File: config.mk
export PLATFORM = sky130hd
export DESIGN_NAME = regfile_ctrl
export DESIGN_NICKNAME = d
export VERILOG_FILES = /design/src/rtl/regfile_ctrl_pkg.sv /design/src/rtl/regfile_ctrl_wdog.sv /design/src/rtl/regfile_ctrl.sv
export SDC_FILE = /design/constraint.sdc
export NUM_CORES = 1
export LEC_CHECK = 0
export CAP_MARGIN = 10
export CORE_AREA = 4 4 72 54
export CTS_CLUSTER_DIAMETER = 50
export DETAILED_ROUTE_END_ITERATION = 8
export DIE_AREA = 0 0 76 58
export PLACE_DENSITY = 0.68
export SKIP_CTS_REPAIR_TIMING = 1
export SLEW_MARGIN = 10
export SYNTH_ARGS = -nofsm -noshare
export SYNTH_HDL_FRONTEND = slang
export SYNTH_SLANG_ARGS = --single-unit
File: constraint.sdc
create_clock -name clk -period 2 [get_ports clk]
set_clock_uncertainty 0.15 [all_clocks]
set_input_delay 0.4 -clock clk [delete_from_list [all_inputs] [get_ports clk]]
set_output_delay 0.4 -clock clk [all_outputs]
set_load 0.1 [all_outputs]
File: src/rtl/regfile_ctrl_pkg.sv
// regfile_ctrl_pkg
// Shared types and defaults for the operand register-file control sequencer.
//   rc_state_e         : sequencer state encoding (IDLE, COLLECT, FIRE, WAIT_FU)
//   RC_TIMEOUT_CYCLES  : default FU watchdog limit (used only with REGFILE_CTRL_TIMEOUT_EN)
//   RC_CNT_W           : default width of the completed-operation counter
package regfile_ctrl_pkg;

    typedef enum logic [1:0] {
        IDLE    = 2'd0,
        COLLECT = 2'd1,
        FIRE    = 2'd2,
        WAIT_FU = 2'd3
    } rc_state_e;

    localparam int RC_TIMEOUT_CYCLES = 64;
    localparam int RC_CNT_W          = 16;

endpackage

File: src/rtl/regfile_ctrl_wdog.sv
// regfile_ctrl_wdog
// Cycle watchdog for the WAIT_FU state. Built only when REGFILE_CTRL_TIMEOUT_EN
// is defined.
// Ports:
//   clk      in  : tile clock
//   reset_n  in  : asynchronous active-low reset
//   clr_i    in  : restart the count (asserted in the cycle before WAIT_FU entry)
//   en_i     in  : count this cycle (asserted while in WAIT_FU)
//   expire_o out : high in the LIMIT-th enabled cycle since the last clear
module regfile_ctrl_wdog #(
    parameter int LIMIT = 64
) (
    input  logic clk,
    input  logic reset_n,
    input  logic clr_i,
    input  logic en_i,
    output logic expire_o
);

    localparam int W = (LIMIT > 1) ? $clog2(LIMIT) : 1;
    localparam logic [W-1:0] LAST = W'(LIMIT - 1);

    logic [W-1:0] cnt_q;
    logic [W-1:0] cnt_d;

    always_comb begin
        cnt_d = cnt_q;
        if (clr_i) begin
            cnt_d = '0;
        end else if (en_i) begin
            cnt_d = cnt_q + W'(1);
        end
    end

    always_ff @(posedge clk or negedge reset_n) begin
        if (!reset_n) begin
            cnt_q <= '0;
        end else begin
            cnt_q <= cnt_d;
        end
    end

    // cnt_q holds the number of enabled cycles already elapsed, so the
    // LIMIT-th one is the cycle where it reads LIMIT-1.
    assign expire_o = en_i && (cnt_q == LAST);

endmodule

File: src/rtl/regfile_ctrl.sv
// regfile_ctrl
// Control sequencer for the vector tile's operand register file. Collects two
// operand vectors and a config word via valid/ready, drives the register-file
// write/read enables, launches the vector FU and holds read mode until done.
// Optional feature macro: REGFILE_CTRL_TIMEOUT_EN (FU watchdog, drives to_err).
// Ports:
//   clk, reset_n                  : tile clock, async active-low reset
//   n1_valid/n1_ready             : neighbor-1 operand handshake
//   n2_valid/n2_ready             : neighbor-2 operand handshake
//   cfg_valid/cfg_ready           : config word handshake
//   rf_wen1/rf_wen2/rf_wen3       : register-file write enables
//   rf_ren                        : register-file read enable
//   rf_wr_ack                     : write ack, one cycle after each write
//   fu_start / fu_done            : FU launch pulse / completion pulse
//   busy                          : high in FIRE and WAIT_FU
//   op_count                      : completed operations (wraps)
//   ack_err / to_err              : sticky missing-ack / FU-timeout errors
module regfile_ctrl
    import regfile_ctrl_pkg::*;
#(
    parameter int TIMEOUT_CYCLES = RC_TIMEOUT_CYCLES,
    parameter int CNT_W          = RC_CNT_W
) (
    input  logic             clk,
    input  logic             reset_n,
    input  logic             n1_valid,
    output logic             n1_ready,
    input  logic             n2_valid,
    output logic             n2_ready,
    input  logic             cfg_valid,
    output logic             cfg_ready,
    output logic             rf_wen1,
    output logic             rf_wen2,
    output logic             rf_wen3,
    output logic             rf_ren,
    input  logic             rf_wr_ack,
    output logic             fu_start,
    input  logic             fu_done,
    output logic             busy,
    output logic [CNT_W-1:0] op_count,
    output logic             ack_err,
    output logic             to_err
);

    rc_state_e        state_q, state_d;
    logic             have1_q, have1_d;
    logic             have2_q, have2_d;
    logic             have_cfg_q, have_cfg_d;
    logic [CNT_W-1:0] op_count_q, op_count_d;
    logic             wen_any_q;
    logic             ack_err_q;
    logic             wd_expire;

`ifdef REGFILE_CTRL_TIMEOUT_EN
    logic to_err_q;

    // FIRE always precedes WAIT_FU, so clearing there restarts the count on entry.
    regfile_ctrl_wdog #(
        .LIMIT (TIMEOUT_CYCLES)
    ) u_wdog (
        .clk      (clk),
        .reset_n  (reset_n),
        .clr_i    (state_q == FIRE),
        .en_i     (state_q == WAIT_FU),
        .expire_o (wd_expire)
    );

    always_ff @(posedge clk or negedge reset_n) begin
        if (!reset_n) begin
            to_err_q <= 1'b0;
        end else if (state_q == WAIT_FU && wd_expire && !fu_done) begin
            to_err_q <= 1'b1;
        end
    end

    assign to_err = to_err_q;
`else
    logic unused_timeout;
    assign unused_timeout = (TIMEOUT_CYCLES > 0);
    assign wd_expire      = 1'b0;
    assign to_err         = 1'b0;
`endif

    // Readies depend only on registered state/flags: no valid->ready path.
    always_comb begin
        n1_ready  = (state_q == COLLECT) && !have1_q;
        n2_ready  = (state_q == COLLECT) && !have2_q;
        cfg_ready = (state_q == COLLECT);
        rf_wen1   = n1_valid  && n1_ready;
        rf_wen2   = n2_valid  && n2_ready;
        rf_wen3   = cfg_valid && cfg_ready;
    end

    always_comb begin
        state_d    = state_q;
        have1_d    = have1_q | rf_wen1;
        have2_d    = have2_q | rf_wen2;
        have_cfg_d = have_cfg_q | rf_wen3;
        op_count_d = op_count_q;
        case (state_q)
            IDLE:    state_d = COLLECT;
            COLLECT: begin
                if (have1_d && have2_d && have_cfg_d) begin
                    state_d = FIRE;
                end
            end
            FIRE:    state_d = WAIT_FU;
            WAIT_FU: begin
                // fu_done wins over a same-cycle watchdog expiry.
                if (fu_done) begin
                    have1_d    = 1'b0;
                    have2_d    = 1'b0;
                    op_count_d = op_count_q + CNT_W'(1);
                    state_d    = COLLECT;
                end else if (wd_expire) begin
                    have1_d = 1'b0;
                    have2_d = 1'b0;
                    state_d = COLLECT;
                end
            end
            default: state_d = IDLE;
        endcase
    end

    always_ff @(posedge clk or negedge reset_n) begin
        if (!reset_n) begin
            state_q    <= IDLE;
            have1_q    <= 1'b0;
            have2_q    <= 1'b0;
            have_cfg_q <= 1'b0;
            op_count_q <= '0;
            wen_any_q  <= 1'b0;
            ack_err_q  <= 1'b0;
        end else begin
            state_q    <= state_d;
            have1_q    <= have1_d;
            have2_q    <= have2_d;
            have_cfg_q <= have_cfg_d;
            op_count_q <= op_count_d;
            // A write in the previous cycle must be acked in this one.
            wen_any_q  <= rf_wen1 | rf_wen2 | rf_wen3;
            if (wen_any_q && !rf_wr_ack) begin
                ack_err_q <= 1'b1;
            end
        end
    end

    assign fu_start = (state_q == FIRE);
    assign rf_ren   = (state_q == FIRE) || (state_q == WAIT_FU);
    assign busy     = rf_ren;
    assign op_count = op_count_q;
    assign ack_err  = ack_err_q;

endmodule

==> run_results.csv, run 1 <==
group,metric,value,unit
grt,grt.total_usage,0.110,
synth,ys_warn_count,0,
critical_path,path_class,"flip-flop to primary output",
routing,drt_wl_total,2270,µm
die,num_rows,17,
timing,fin_crit_sh,1.00,
worst_hold_path,hold_path.class,"flip-flop to flip-flop",
grt,grt-ovfl-total,0,
outcome,status,"finished, violations left",
synth,synth_area,1070,µm²
placed_design,place_hpwl,1820,µm
critical_path,path_cells,"inv_2, ha_4, nor2b_4, and2_4, buf_12",
routing,drc,0,
final_layout,final_cell_mix,"buf_12, dfrtp_2, dfrtp_1",
clock_network,cts_buffer_depth,2,
clock_network,cts.sinks,23,
synth,ys_ff_latch,23,
critical_path,endpoint_kind,"primary output",
critical_path,critPathBufInv,2,
synth,synth_cell_type_count,29,
timing,drv_slew,0,
worst_hold_path,hold_start,"wen_any_q",
timing,setup_viol,1,
timing,timing.final.ws_setup,-0.00160,ns
critical_path,path_delay_family,"flip-flops",
synth,synth_flop_cell,"dfrtp_1",
routing,ant_nets,0,
timing,final-hold-violation-count,0,
synth,avgSynthCellArea,11.5,µm²
timing,finalCriticalPeriod,2.00,ns
clock_network,clock_latency,0.26,ns
critical_path,critPathLaunch,"state_q[1]",
placed_design,numPortBuffers,32,
routing,vias_per_cell,4.74,
timing,fin_setup_tns,-0.00160,ns
routing,wl_per_cell,13.4,µm
final_layout,nets,143,
timing,rsz0062_at_grt,"true",
final_layout,antenna_cells,0,
critical_path,slowest_delay,0.41,ns
critical_path,timing.rr.start,"state_q[0]",
final_layout,final_common_cell,"buf_12",
outcome,violations,"setup timing",
synth,postSynthCellCount,93,
die,start_util,0.343,
critical_path,cp-start-kind,"flip-flop",
clock_network,root_buffer,"clkbuf_8",
placed_design,place_ws,0.0342,ns
routing,firstDrtPassIters,4,
critical_path,critPathSlowestCell,"dfrtp_1",
grt,grt_pass1_wl,3950,µm
timing,holdWs,0.312,ns
routing,vias,801,
synth,synth_edf_count,0,
final_layout,drive_above_1_share,0.473,
die,die_h,58,µm
grt,grt_pass1_vias,808,
clock_network,cts_tree,"yes",
die,ioPinCount,34,
clock_network,path_clk_slew,0.08,ns
routing,initialDrtViolationCount,51,
synth,synth_nets,104,
synth,synth-seq-area-share,0.537,
critical_path,critPathMaxFanout,8,
critical_path,worstPathRequired,1.45,ns
placed_design,gp_congestion,0.799,
clock_network,htreeDepth,1,
timing,max_freq,0.500,GHz
critical_path,worst-endpoint-arrival,1.45,ns
clock_network,cts_buffers,3,
die,die_w,76,µm
die,die_area,4410,µm²
grt,antenna_found_initial,0,
synth,synthArstFlopShare,1.00,
job,maxCapViolations,0,
final_layout,syn_to_final_growth,69.8,%
die,core,3130,µm²
grt,grt_max_degree,24,
-- sequential cells by signal, indices dropped and copies added (netlist names) --
register,cells
have1_q,1
have_cfg_q,1
have2_q,1
wen_any_q,1
op_count,16
state_q,2
ack_err,1
-- worst reg2reg max path: stages, from the launching register on --
cell,delay (ns)
dfrtp_2,0.42
ha_2,0.23
nand4_1,0.14
nor3_2,0.31
nand4_1,0.16
xnor2_1,0.15
-- cells in the mapped netlist, types with 2 or more instances --
library cell,number,area [µm²]
nand2_1,5,18.8
xnor2_1,10,87.6
a21oi_1,3,15.0
xor2_1,5,43.8
nand3_1,3,15.0
nor2_1,5,18.8
and3_1,3,18.8
and2_1,3,18.8
nor2b_1,3,18.8
nand4_1,4,25.0
or2_2,2,12.5
o21ai_0,2,10.0
dfrtp_1,23,576
buf_4,2,15.0
ha_1,4,50.1
inv_1,3,11.3
-- metal layers --
layer	track usage	routed length (µm)	vias to the layer above
met5	0	0	-
met4	0.0228	16	0
met3	0.0528	161	2
met2	0.185	1190	29
met1	0.128	906	386
li1	-	-	384
-- per-stage QoR --
stage	std cells	cell area, µm²	utilization
CTS	166	1790	0.574
detailed placement	162	1750	0.559
floorplan	93	1120	-
finish	169	1820	0.582
global placement	162	1750	0.559
global route	169	1820	0.582
-- path summary, 6_finish.rpt --
kind | end | slack [ns] | cells past startpoint
max reg2reg | op_count[11] | 0.32 | 5
max | rf_wen1 | -0.002 | 5
min in group asynchronous | op_count[0] | 0.35 | 2
min | ack_err | 0.31 | 1
max in group asynchronous | op_count[3] | 1.09 | 2
min reg2reg | ack_err | 0.31 | 1
-- area by class of cell --
class                   count  area (µm²)
fillers                   248        1310
repair buffers             37         618
flip-flops and latches     23         591
multi-input cells          64         508
well taps                  38        47.5
clock buffers               4        45.0
inverters                   3        11.3
-- cells by family after synthesis --
family | Yosys count | share of synthesized area
flip-flops | 23 | 0.537
other | 1 | 0.00350
XOR/XNOR | 15 | 0.123
buffers and inverters | 6 | 0.0280
AO/OA/AOI/OAI | 7 | 0.0362
multiplexers | 2 | 0.0198
adder cells (fa/ha/maj) | 4 | 0.0467
AND/OR/NAND/NOR | 35 | 0.207
Power of run 1 is left out: the tool's default activity adds up to more than one toggle a clock period on the data nets, which glitch-free logic cannot reach.
==> run 2, diff against run 1 <==
Settings changed: ABC_AREA set to 1, CORE_AREA 4 4 72 54 to 2 2 74 55, CTS_CLUSTER_SIZE set to 12, DIE_AREA 0 0 76 58 to 0 0 76 57, PLACE_DENSITY 0.68 to 0.67.
==> run_results.csv, run 2 <==
group,metric,value,unit
timing,rsz0062_at_grt,"true",
pwr,p_per_area,1630,nW/µm²
clock_network,cts_tree,"yes",
die,die_h,57,µm
routing,ant_nets,0,
final_layout,final_cell_mix,"nand2_1, buf_12, inv_1",
die,num_rows,19,
timing,fin_setup_tns,0,ns
die,ioPinCount,34,
pwr,p_switching,1.77,mW
synth,synth_cell_type_count,24,
timing,fin_crit_sh,0.992,
critical_path,critPathMaxFanout,4,
worst_hold_path,hold_path.class,"input pin to asynchronous set/reset pin",
routing,drt_wl_total,2610,µm
synth,ys_ff_latch,23,
final_layout,n_fill_cell,321,
pwr,p_comb_frac,0.689,
routing,wl_per_cell,11.2,µm
final_layout,drive_above_1_share,0.392,
grt,grt_max_degree,24,
pwr,clock_power_share,0.089,
die,die_area,4330,µm²
pwr,intPower,1.54,mW
critical_path,worstPathRequired,1.45,ns
placed_design,dp_cells,222,
job,maxCapViolations,0,
final_layout,largest_register_ffs,16,
clock_network,htreeDepth,1,
pwr,sw_frac_of_total,0.534,
grt,grt_pass1_vias,990,
placed_design,dpl_cell_area,1910,µm²
final_layout,nets,193,
synth,synth.largest_area_cell,"dfrtp_1",
clock_network,root_buffer,"clkbuf_8",
critical_path,worst-endpoint-arrival,1.43,ns
grt,grt.total_usage,0.132,
critical_path,critPathBufInv,4,
critical_path,path_depth,7,
routing,vias_per_cell,4.23,
critical_path,cp-start-kind,"flip-flop",
critical_path,path_delay_family,"flip-flops",
placed_design,numPortBuffers,32,
final_layout,syn_to_final_growth,66.9,%
synth,synth_edf_count,0,
timing,final-hold-violation-count,0,
critical_path,path_class,"flip-flop to primary output",
timing,drv_slew,0,
synth,synth_flop_cell,"dfrtp_1",
placed_design,gp_congestion,0.840,
pwr,vdd_drop_max,0.00102,V
synth,avgSynthCellArea,8.73,µm²
timing,timing.final.ws_setup,0.0167,ns
clock_network,clock_latency,0.27,ns
routing,initialDrtViolationCount,57,
synth,synth_nets,150,
routing,firstDrtPassIters,4,
clock_network,path_clk_slew,0.08,ns
pwr,p_leak,0.944,nW
synth,postSynthCellCount,139,
critical_path,path_cells,"inv_2, ha_4, inv_4, nor2_4, nand2_2, clkinvlp_4, buf_12",
final_layout,fin_cells,233,
critical_path,critPathSlowestCell,"dfrtp_1",
routing,vias,985,
synth,synth_area,1210,µm²
grt,antenna_found_initial,0,
clock_network,cts.sinks,23,
final_layout,antenna_cells,0,
grt,grt_pass1_wl,4590,µm
timing,finalCriticalPeriod,1.98,ns
routing,drc,0,
critical_path,endpoint_kind,"primary output",
grt,grt-ovfl-total,0,
synth,netlist_top_cells_area,"dfrtp_1, nand2_1, inv_1",
placed_design,place_ws,0.0676,ns
outcome,status,"completed",
synth,ys_warn_count,0,
critical_path,rr_worst_depth,6,
pwr,seq_power_share,0.222,
synth,synth-seq-area-share,0.474,
final_layout,stdcell_area,2030,µm²
timing,setup_viol,0,
clock_network,cts_buffers,3,
die,die_w,76,µm
critical_path,slowest_delay,0.43,ns
clock_network,cts_buffer_depth,2,
final_layout,final_common_cell,"nand2_1",
die,core,3680,µm²
synth,synth_most_common_cell,"nand2_1",
timing,max_freq,0.504,GHz
synth,synthArstFlopShare,1.00,
pwr,finalPower,3.31,mW
synth,netlist.area_leader.share,0.474,
synth,synthTopCellsByCount,"nand2_1, inv_1, dfrtp_1, nor2_1",
die,start_util,0.329,
placed_design,place_hpwl,2040,µm
run 2: kinds of logic after synthesis:
| kind of cell | after synthesis | synth area share |
|---|---|---|
| xor gates and xnor gates | 12 | 0.0866 |
| buffers and inverters | 28 | 0.0928 |
| DFF | 23 | 0.474 |
| adders and majority gates | 4 | 0.0412 |
| and+or+nand+nor | 65 | 0.271 |
| AOI/OAI and AO/OA | 6 | 0.0309 |
| other | 1 | 0.00309 |
run 2: metrics by stage:
step,hold slack (ns),utilization
final,0.331,0.550
after global routing,0.361,0.550
after CTS,0.336,0.531
after floorplan,-0.0456,-
after global placement,0.305,0.519
after detailed placement,0.316,0.519
run 2: worst paths after layout:
check,slack [ns],from,to
max,0.02,state_q[1],rf_wen2
min,0.33,reset_n,op_count[10]
max reg2reg,0.37,state_q[0],op_count[14]
min reg2reg,0.33,have_cfg_q,have_cfg_q
max in group asynchronous,1.12,reset_n,op_count[1]
min in group clk,0.33,have_cfg_q,have_cfg_q
run 2: area by class of cell:
class	count	area (µm²)	area share
Clock inverter	1	5.00	0.00247
Inverter	26	111	0.0550
Multi-Input combinational cell	88	576	0.284
Clock buffer	3	41.3	0.0204
Sequential cell	23	583	0.288
Timing Repair Buffer	40	644	0.318
Tap cell	52	65.1	0.0321
run 2: layer usage:
metal / wire length, µm / up-vias / track usage
li1: - / 503 / -
met1: 1200 / 457 / 0.181
met2: 1270 / 23 / 0.204
met3: 128 / 2 / 0.0443
met4: 14 / 0 / 0.0312
met5: 0 / - / 0
run 2: power by group through the flow:
stage               Sequential, mW  Combinational, mW  Clock, mW
global placement             0.731               2.13          0
detailed placement           0.735               2.16          0
CTS                          0.728               2.17      0.310
floorplan                     1.05               1.11          0
finish                       0.734               2.28      0.295
global route                 0.751               2.38      0.323
run 2: worst register-to-register path: cells and delay by family (launching register included):
kind | cells | cell delay (ns)
and+or+nand+nor | 4 | 0.51
DFF | 1 | 0.44
adders and majority gates | 1 | 0.28
AOI/OAI and AO/OA | 1 | 0.16
No activity file was read; power rests on OpenSTA's default activity.
==> run 3, diff against run 2 <==
Settings changed: SKIP_LAST_GASP set to 1, TNS_END_PERCENT set to 1.
==> run_results.csv, run 3 (same netlist as run 2, synthesis figures left out) <==
group,metric,value,unit
outcome,status,"completed",
grt,grt.total_usage,0.132,
die,die_h,57,µm
final_layout,n_fill_cell,321,
worst_hold_path,hold_path.class,"flip-flop to flip-flop",
pwr,vdd_drop_max,0.00121,V
die,ioPinCount,34,
timing,finalCriticalPeriod,1.98,ns
timing,setup_viol,0,
routing,drt_wl_total,2640,µm
final_layout,final_cell_mix,"nand2_1, buf_12, dfrtp_1",
critical_path,worstPathRequired,1.45,ns
grt,grt_pass1_wl,4600,µm
routing,drc,0,
pwr,p_leak,0.941,nW
final_layout,multiInputGateArea,566,µm²
placed_design,numPortBuffers,32,
critical_path,cp-start-kind,"flip-flop",
clock_network,clock_latency,0.27,ns
final_layout,final_util,0.535,
critical_path,path_class,"flip-flop to primary output",
pwr,p_per_area,1630,nW/µm²
final_layout,final_common_cell,"nand2_1",
die,core,3680,µm²
routing,ant_nets,0,
routing,wl_per_cell,11.5,µm
timing,max_freq,0.505,GHz
die,start_util,0.329,
placed_design,place_hpwl,2090,µm
timing,fin_crit_sh,0.990,
routing,initialDrtViolationCount,52,
job,maxCapViolations,0,
final_layout,antenna_cells,0,
timing,rsz0062_at_grt,"true",
grt,grt_max_degree,24,
clock_network,cts_buffer_depth,2,
grt,grt-ovfl-total,0,
final_layout,fin_cells,229,
critical_path,critPathSlowestCell,"dfrtp_1",
placed_design,gp_congestion,0.818,
clock_network,root_buffer,"clkbuf_8",
final_layout,regArea,576,µm²
grt,antenna_found_initial,0,
routing,vias_per_cell,4.27,
timing,drv_slew,0,
die,die_area,4330,µm²
clock_network,htreeDepth,1,
critical_path,path_cells,"inv_2, ha_4, inv_4, nor2_4, nand2_2, clkinvlp_4, buf_12",
clock_network,path_clk_slew,0.08,ns
critical_path,critPathMaxFanout,3,
final_layout,drive_above_1_share,0.333,
routing,vias,977,
critical_path,worst-endpoint-arrival,1.43,ns
final_layout,nets,189,
pwr,finalPower,3.21,mW
clock_network,cts_buffers,3,
routing,firstDrtPassIters,4,
critical_path,endpoint_kind,"primary output",
clock_network,cts.sinks,23,
clock_network,cts_tree,"yes",
grt,grt_pass1_vias,1001,
die,die_w,76,µm
final_layout,syn_to_final_growth,62.4,%
timing,final-hold-violation-count,0,
final_layout,largest_register_ffs,16,
critical_path,slowest_delay,0.42,ns
placed_design,dp_cells,222,
die,num_rows,19,
-- run 3: cell count changes in the layout (fill, tap and decap cells not counted), moves of 2 or more --
cell     before  now
dfrtp_1      17   23
inv_1        18   20
buf_4         7    4
dfrtp_2       6    0
-- run 3: path summary, 6_finish.rpt --
kind	from	endpoint	slack, ns	depth (start not counted)
setup / recovery	state_q[1]	rf_wen2	0.02	7
max in group asynchronous	reset_n	op_count[13]	1.14	2
hold / removal	have_cfg_q	have_cfg_q	0.32	2
setup reg to reg	state_q[0]	op_count[11]	0.39	7
hold reg to reg	have_cfg_q	have_cfg_q	0.32	2
min in group asynchronous	reset_n	op_count[10]	0.33	2
-- run 3: report_power, final --
group / internal, mW / switching [mW] / total [mW]
registers: 0.568 / 0.155 / 0.723
logic: 0.765 / 1.42 / 2.19
clock network: 0.139 / 0.155 / 0.295
total: 1.47 / 1.73 / 3.21
-- run 3: worst max-delay path: cells and delay by family (launching register included) --
kind,cells,cell delay [ns]
simple gates,2,0.21
buf+inv,4,0.37
flops,1,0.42
fa+ha+maj,1,0.15
-- run 3: area by class of cell --
cell class / instances / share of cell area
sequential: 23 / 0.292
clock buffer: 3 / 0.0210
multi-input combinational: 88 / 0.287
tap: 52 / 0.0330
timing repair buffer: 36 / 0.310
inverter: 26 / 0.0546
clock inverter: 1 / 0.00254
-- run 3: layer usage --
layer / share of wire / vias to the layer above / wire [µm] / track usage
met5: 0 / - / 0 / 0
met3: 0.052 / 5 / 136 / 0.0459
met1: 0.45 / 455 / 1190 / 0.173
met4: 0.0080 / 0 / 21 / 0.0260
li1: - / 494 / - / -
met2: 0.49 / 23 / 1290 / 0.217
-- run 3: stage by stage --
stage	hold slack (ns)	TNS, ns	area, µm²	setup slack, ns
6_report	0.324	0	1970	0.0196
3_5_place_dp	0.306	0	1900	0.0689
2_1_floorplan	-0.0456	-1.70	1260	-0.483
5_1_grt	0.357	-0.217	1970	-0.0543
4_1_cts	0.327	-0.243	1950	-0.0799
3_3_place_gp	0.305	0	1900	0.121
